--- src/rtl/cpu6502_pkg.sv ---
// Shared widths and reset defaults for the 6502 datapath blocks.
package cpu6502_pkg;

    localparam int BYTE_W = 8;
    localparam int ADDR_W = 16;

    localparam logic [ADDR_W-1:0] RESET_PC_DEFAULT = 16'h0000;
    localparam logic [ADDR_W-1:0] RESET_AB_DEFAULT = 16'h0000;

    // Join a high and low byte into a full address.
    function automatic logic [ADDR_W-1:0] make_addr(input logic [BYTE_W-1:0] hi,
                                                    input logic [BYTE_W-1:0] lo);
        return {hi, lo};
    endfunction

endpackage

--- src/rtl/pc_half.sv ---
// One byte of the program counter: select mux (bus or self), incrementer
// with carry-in/carry-out, and the holding register.
module pc_half
    import cpu6502_pkg::*;
(
    input  logic              clk,
    input  logic              reset,
    input  logic              rdy,
    input  logic [BYTE_W-1:0] reset_val,
    input  logic [BYTE_W-1:0] bus,
    input  logic              sel,
    input  logic              cin,
    output logic [BYTE_W-1:0] q,
    output logic              cout
);

    logic [BYTE_W-1:0] sel_val;
    logic [BYTE_W:0]   sum;

    // Pick the loaded bus byte or recirculate the register, then add the carry-in.
    always_comb begin
        sel_val = sel ? bus : q;
        sum     = {1'b0, sel_val} + {{BYTE_W{1'b0}}, cin};
    end

    assign cout = sum[BYTE_W];

    // Register the incremented byte; RDY low freezes it.
    always_ff @(posedge clk or posedge reset) begin
        if (reset)
            q <= reset_val;
        else if (rdy)
            q <= sum[BYTE_W-1:0];
    end

endmodule

--- src/rtl/pc_address_unit.sv ---
// Program counter (PCL/PCH) and address bus latches (ABL/ABH) of the 6502.
// All outputs come straight from registers so the loop through the bus
// routing stage is always broken by a clock edge.
module pc_address_unit
    import cpu6502_pkg::*;
#(
    parameter logic [ADDR_W-1:0] RESET_PC = RESET_PC_DEFAULT,
    parameter logic [ADDR_W-1:0] RESET_AB = RESET_AB_DEFAULT
) (
    input  logic              i_clk,
    input  logic              i_reset,
    input  logic              i_rdy,
    input  logic [BYTE_W-1:0] i_bus_adl,
    input  logic [BYTE_W-1:0] i_bus_adh,
    input  logic              i_adl_pcl,
    input  logic              i_adh_pch,
    input  logic              i_i_pc,
    input  logic              i_adl_abl,
    input  logic              i_adh_abh,
    output logic [BYTE_W-1:0] o_pcl,
    output logic [BYTE_W-1:0] o_pch,
    output logic [ADDR_W-1:0] o_address,
    output logic              o_pcl_carry
);

    logic              pcl_cout;
    logic              pch_cout;
    logic [BYTE_W-1:0] abl;
    logic [BYTE_W-1:0] abh;

    pc_half u_pcl (
        .clk       (i_clk),
        .reset     (i_reset),
        .rdy       (i_rdy),
        .reset_val (RESET_PC[BYTE_W-1:0]),
        .bus       (i_bus_adl),
        .sel       (i_adl_pcl),
        .cin       (i_i_pc),
        .q         (o_pcl),
        .cout      (pcl_cout)
    );

    // High byte takes the low byte's carry in the same cycle; its own carry is dropped (wrap).
    pc_half u_pch (
        .clk       (i_clk),
        .reset     (i_reset),
        .rdy       (i_rdy),
        .reset_val (RESET_PC[ADDR_W-1:BYTE_W]),
        .bus       (i_bus_adh),
        .sel       (i_adh_pch),
        .cin       (pcl_cout),
        .q         (o_pch),
        .cout      (pch_cout)
    );

    // Address bus latches and the debug copy of the PCL carry.
    always_ff @(posedge i_clk or posedge i_reset) begin
        if (i_reset) begin
            abl         <= RESET_AB[BYTE_W-1:0];
            abh         <= RESET_AB[ADDR_W-1:BYTE_W];
            o_pcl_carry <= 1'b0;
        end else if (i_rdy) begin
            if (i_adl_abl)
                abl <= i_bus_adl;
            if (i_adh_abh)
                abh <= i_bus_adh;
            o_pcl_carry <= pcl_cout;
        end
    end

    assign o_address = make_addr(abh, abl);

    logic unused_pch_cout;
    assign unused_pch_cout = pch_cout;

endmodule

--- config.mk ---
export PLATFORM = sky130hd
export DESIGN_NAME = pc_address_unit
export DESIGN_NICKNAME = d
export VERILOG_FILES = /design/src/rtl/cpu6502_pkg.sv /design/src/rtl/pc_half.sv /design/src/rtl/pc_address_unit.sv
export SDC_FILE = /design/constraint.sdc
export NUM_CORES = 1
export LEC_CHECK = 0
export CORE_MARGIN = 2
export CORE_UTILIZATION = 35
export CTS_BUF_LIST = sky130_fd_sc_hd__clkbuf_2 sky130_fd_sc_hd__clkbuf_4 sky130_fd_sc_hd__clkbuf_8
export CTS_CLUSTER_DIAMETER = 150
export DETAILED_ROUTE_END_ITERATION = 6
export GPL_TIMING_DRIVEN = 0
export SLEW_MARGIN = 20
export SYNTH_ARGS = -nofsm -noshare
export SYNTH_HDL_FRONTEND = slang
export SYNTH_SLANG_ARGS = --single-unit
--- constraint.sdc ---
create_clock -name i_clk -period 2.2 [get_ports i_clk]
set_input_delay 0.44 -clock i_clk [delete_from_list [all_inputs] [get_ports i_clk]]
set_output_delay 0.44 -clock i_clk [all_outputs]
set_load 0.05 [all_outputs]
==> metrics.md <==
| Metric | Value |
|---|---|
| Setup WS pre-CTS | `-1.09 ns` |
| Most common cell after layout, fill and taps aside | `clkdlybuf4s50_1` |
| Synth Cell Area | `1970 sq um` |
| Synth Register Bits | `33` |
| Cts hold-fix bufs | `0` |
| First-pass GRT wire length | `8.45 mm` |
| Status | `complete, but fails checks` |
| Failing checks | `setup timing` |
| Worst-path clk slew | `0.07 ns` |
| Clock H-tree levels | `2` |
| Root Driver | `clkbuf_8` |
| Die area | `6250 sq um` |
| Final HPWL DP | `3.54 mm` |
| Drt initial violations | `82` |
| Largest net degree at the start of global routing | `34` |
| Post-layout nets | `278` |
| Synth async-reset ratio | `1.00` |
| Clock sink total | `33` |
| Core area | `5470 sq um` |
| Maximum clock rate | `0.435 GHz` |
| Vias per cell | `5.10` |
| VDD IR-drop max | `372 uV` |
| Worst-Margin Slew | `0.714 ns` |
| Post-route core utilization | `0.538` |
| Router iterations before antenna repair | `4` |
| Static leakage | `1.25 nW` |
| Row count | `27` |
| Synth Instances | `177` |
| Min-Delay Path Depth | `2` |
| Fin. Hold Viols | `0` |
| DRT Wirelength | `4.97 mm` |
| Total CTS buffers | `5` |
| Count of cell types in the netlist | `48` |
| Vias in the first global route | `1619` |
| Startpoint Class | `input port` |
| Clock Path Buffers | `2` |
| Final setup margin | `-0.0972 ns` |
| Antenna diode count | `0` |
| Reg2reg start | `u_pcl.q[3]` |
| Layout cell share with drive strength beyond 1 | `0.303` |
| Number of antenna violations at the first check in global routing | `0` |
| DRC | `0` |
| Setup TNS | `-0.413 ns` |
| Filler cells | `528` |
| Hold Crit Start | `i_bus_adl[7]` |
| Starting Density | `0.360` |
| RSZ-0062 raised after global routing | `yes` |
| Fin. max-slew vios | `0` |
| Most frequent cells in the layout | `clkdlybuf4s50_1 (44), dfrtp_1 (33), mux2_2 (24), nand2_1 (13), buf_4 (10)` |
| Worst Path Required | `2.35 ns` |
| # setup viols final | `6` |
| Hold Crit Class | `input port to flip-flop` |
| Clk_skew | `0.00520 ns` |
| Period utilization | `1.04` |
| Total grt overflow | `0` |
| Clk Latency, worst-skew pair | `0.28 ns` |
| Max Cap Viol | `0` |
| CP max FO | `5` |
| Fin area | `2940 sq um` |
| Syn Nets | `205` |
| Period minus WS final | `2.30 ns` |
| Average size of a mapped cell | `11.1 sq um` |
| Routed via count | `1648` |
| Dpl cell area | `2690 sq um` |
| Gr usage total | `0.174` |
| TritonCTS clock tree | `yes` |
| Setup slack, reg-to-reg | `-0.02 ns` |
| Warning count from the yosys run | `0` |
| WHS Endpoint | `abl[7]` |
| ANT nets after route | `0` |
| Seq/Total Area, Yosys | `0.419` |
| Post-route insts no fill | `323` |
| Post-synth EDFFs | `0` |
| Crit path kind | `input port to flip-flop` |
| WL/cell | `15.4 um` |
| Reg2reg end | `u_pch.q[7]` |
| Cell Pwr Density | `798 nW/um^2` |
| Synth Flop Type | `dfrtp_1` |
| Synth-to-Final Area Change | `49.2%` |
| Die H | `79.1 um` |
| Max transition margin | `0.523` |
| CP Data Arrival Time | `2.44 ns` |
| Dpl cells | `304` |
| Io pins | `57` |
| Buffers on Ports | `55` |
| Critical Path Sink Type | `flip-flop` |
| Horiz. Die Dim | `79.1 um` |
| GP Congestion | `0.771` |
| R2R depth | `8` |
[cell usage after synthesis (all sizes together) (2+ instances only)]
master | instances | share of area
dfrtp | 33 | 0.42
mux2 | 28 | 0.16
nand2 | 17 | 0.035
a21oi | 7 | 0.020
xnor2 | 7 | 0.031
buf | 6 | 0.017
inv | 6 | 0.011
mux2i | 6 | 0.032
nand3 | 6 | 0.015
nor2 | 6 | 0.015
o21ai | 6 | 0.015
nand3b | 5 | 0.025
a22o | 4 | 0.018
and3 | 4 | 0.013
ha | 4 | 0.025
nand2b | 3 | 0.0095
o221ai | 3 | 0.020
clkbuf | 2 | 0.0038
nand4 | 2 | 0.0095
nor2b | 2 | 0.0063
o31ai | 2 | 0.0076
xor2 | 2 | 0.0089
[power by group]
group,total (mW),internal [mW],switching [mW]
registers,0.798,0.707,0.0913
logic,0.937,0.369,0.568
clock network,0.613,0.382,0.232
[area by class of cell]
type | instances | area (sq um) | share of cell area
timing repair buffer | 66 | 642 | 0.218
tap | 72 | 90.1 | 0.0306
inverter | 6 | 22.5 | 0.00765
sequential | 33 | 826 | 0.281
clock inverter | 1 | 30.0 | 0.0102
buffer | 8 | 68.8 | 0.0234
clock buffer | 7 | 90.1 | 0.0306
multi-input combinational | 130 | 1170 | 0.399
[worst max-delay path, cell delays in order]
cell	delay (ns)
buf_12	0.10
buf_8	0.11
buf_8	0.12
mux2_4	0.30
ha_4	0.17
ha_4	0.15
and3_4	0.17
ha_4	0.18
buf_4	0.14
ha_4	0.17
nand3_2	0.09
xnor2_1	0.07
o22ai_1	0.15
a21oi_1	0.08
[registers in the layout, summed over array words and instances, names as in the netlist]
signal	flops
abh	8
u_pcl.q	8
u_pch.q	8
abl	8
o_pcl_carry	1
[metal layers]
| metal | wire [um] | vias to the layer above | global-route usage | share of wire |
|---|---|---|---|---|
| li1 | - | 796 | - | - |
| met1 | 2340 | 812 | 0.251 | 0.47 |
| met2 | 2360 | 35 | 0.265 | 0.47 |
| met3 | 211 | 5 | 0.0330 | 0.042 |
| met4 | 59 | 0 | 0.0517 | 0.012 |
| met5 | 0 | - | 0 | 0 |
[kinds of logic after synthesis]
logic type / share of synthesized area
adders and majority gates: 0.0254
AOI/OAI and AO/OA: 0.132
and+or+nand+nor: 0.159
DFF: 0.419
xor gates and xnor gates: 0.0400
buffers and inverters: 0.0324
muxes: 0.192
[per-stage QoR]
| step | total power, mW | hold slack [ns] |
|---|---|---|
| 2_1_floorplan | 1.41 | 0.569 |
| 3_3_place_gp | 1.73 | 0.487 |
| 3_5_place_dp | 1.74 | 0.491 |
| 4_1_cts | 2.37 | 0.509 |
| 5_1_grt | 2.47 | 0.525 |
| 6_report | 2.35 | 0.507 |
[repair_timing]
item | in CTS | in global routing
resized for setup | 24 | 7
pin swaps | 7 | 3
buffers inserted | 8 | 3
endpoints found under the setup margin | 15 | 6
[how the worst max path moves through the flow]
stage | from | endpoint | slack, ns | cells after the start
final | i_adl_pcl | u_pch.q[4] | -0.1 | 14
after global routing | i_adl_pcl | u_pch.q[7] | -0.17 | 12
after CTS | i_adl_pcl | u_pch.q[7] | -0.09 | 12
after detailed placement | i_adl_pcl | u_pch.q[7] | -1.09 | 12
after global placement | i_adl_pcl | u_pch.q[7] | -1.10 | 12
after floorplan | i_adl_pcl | u_pch.q[7] | -0.23 | 11
Power figures use the tool's default switching activity.
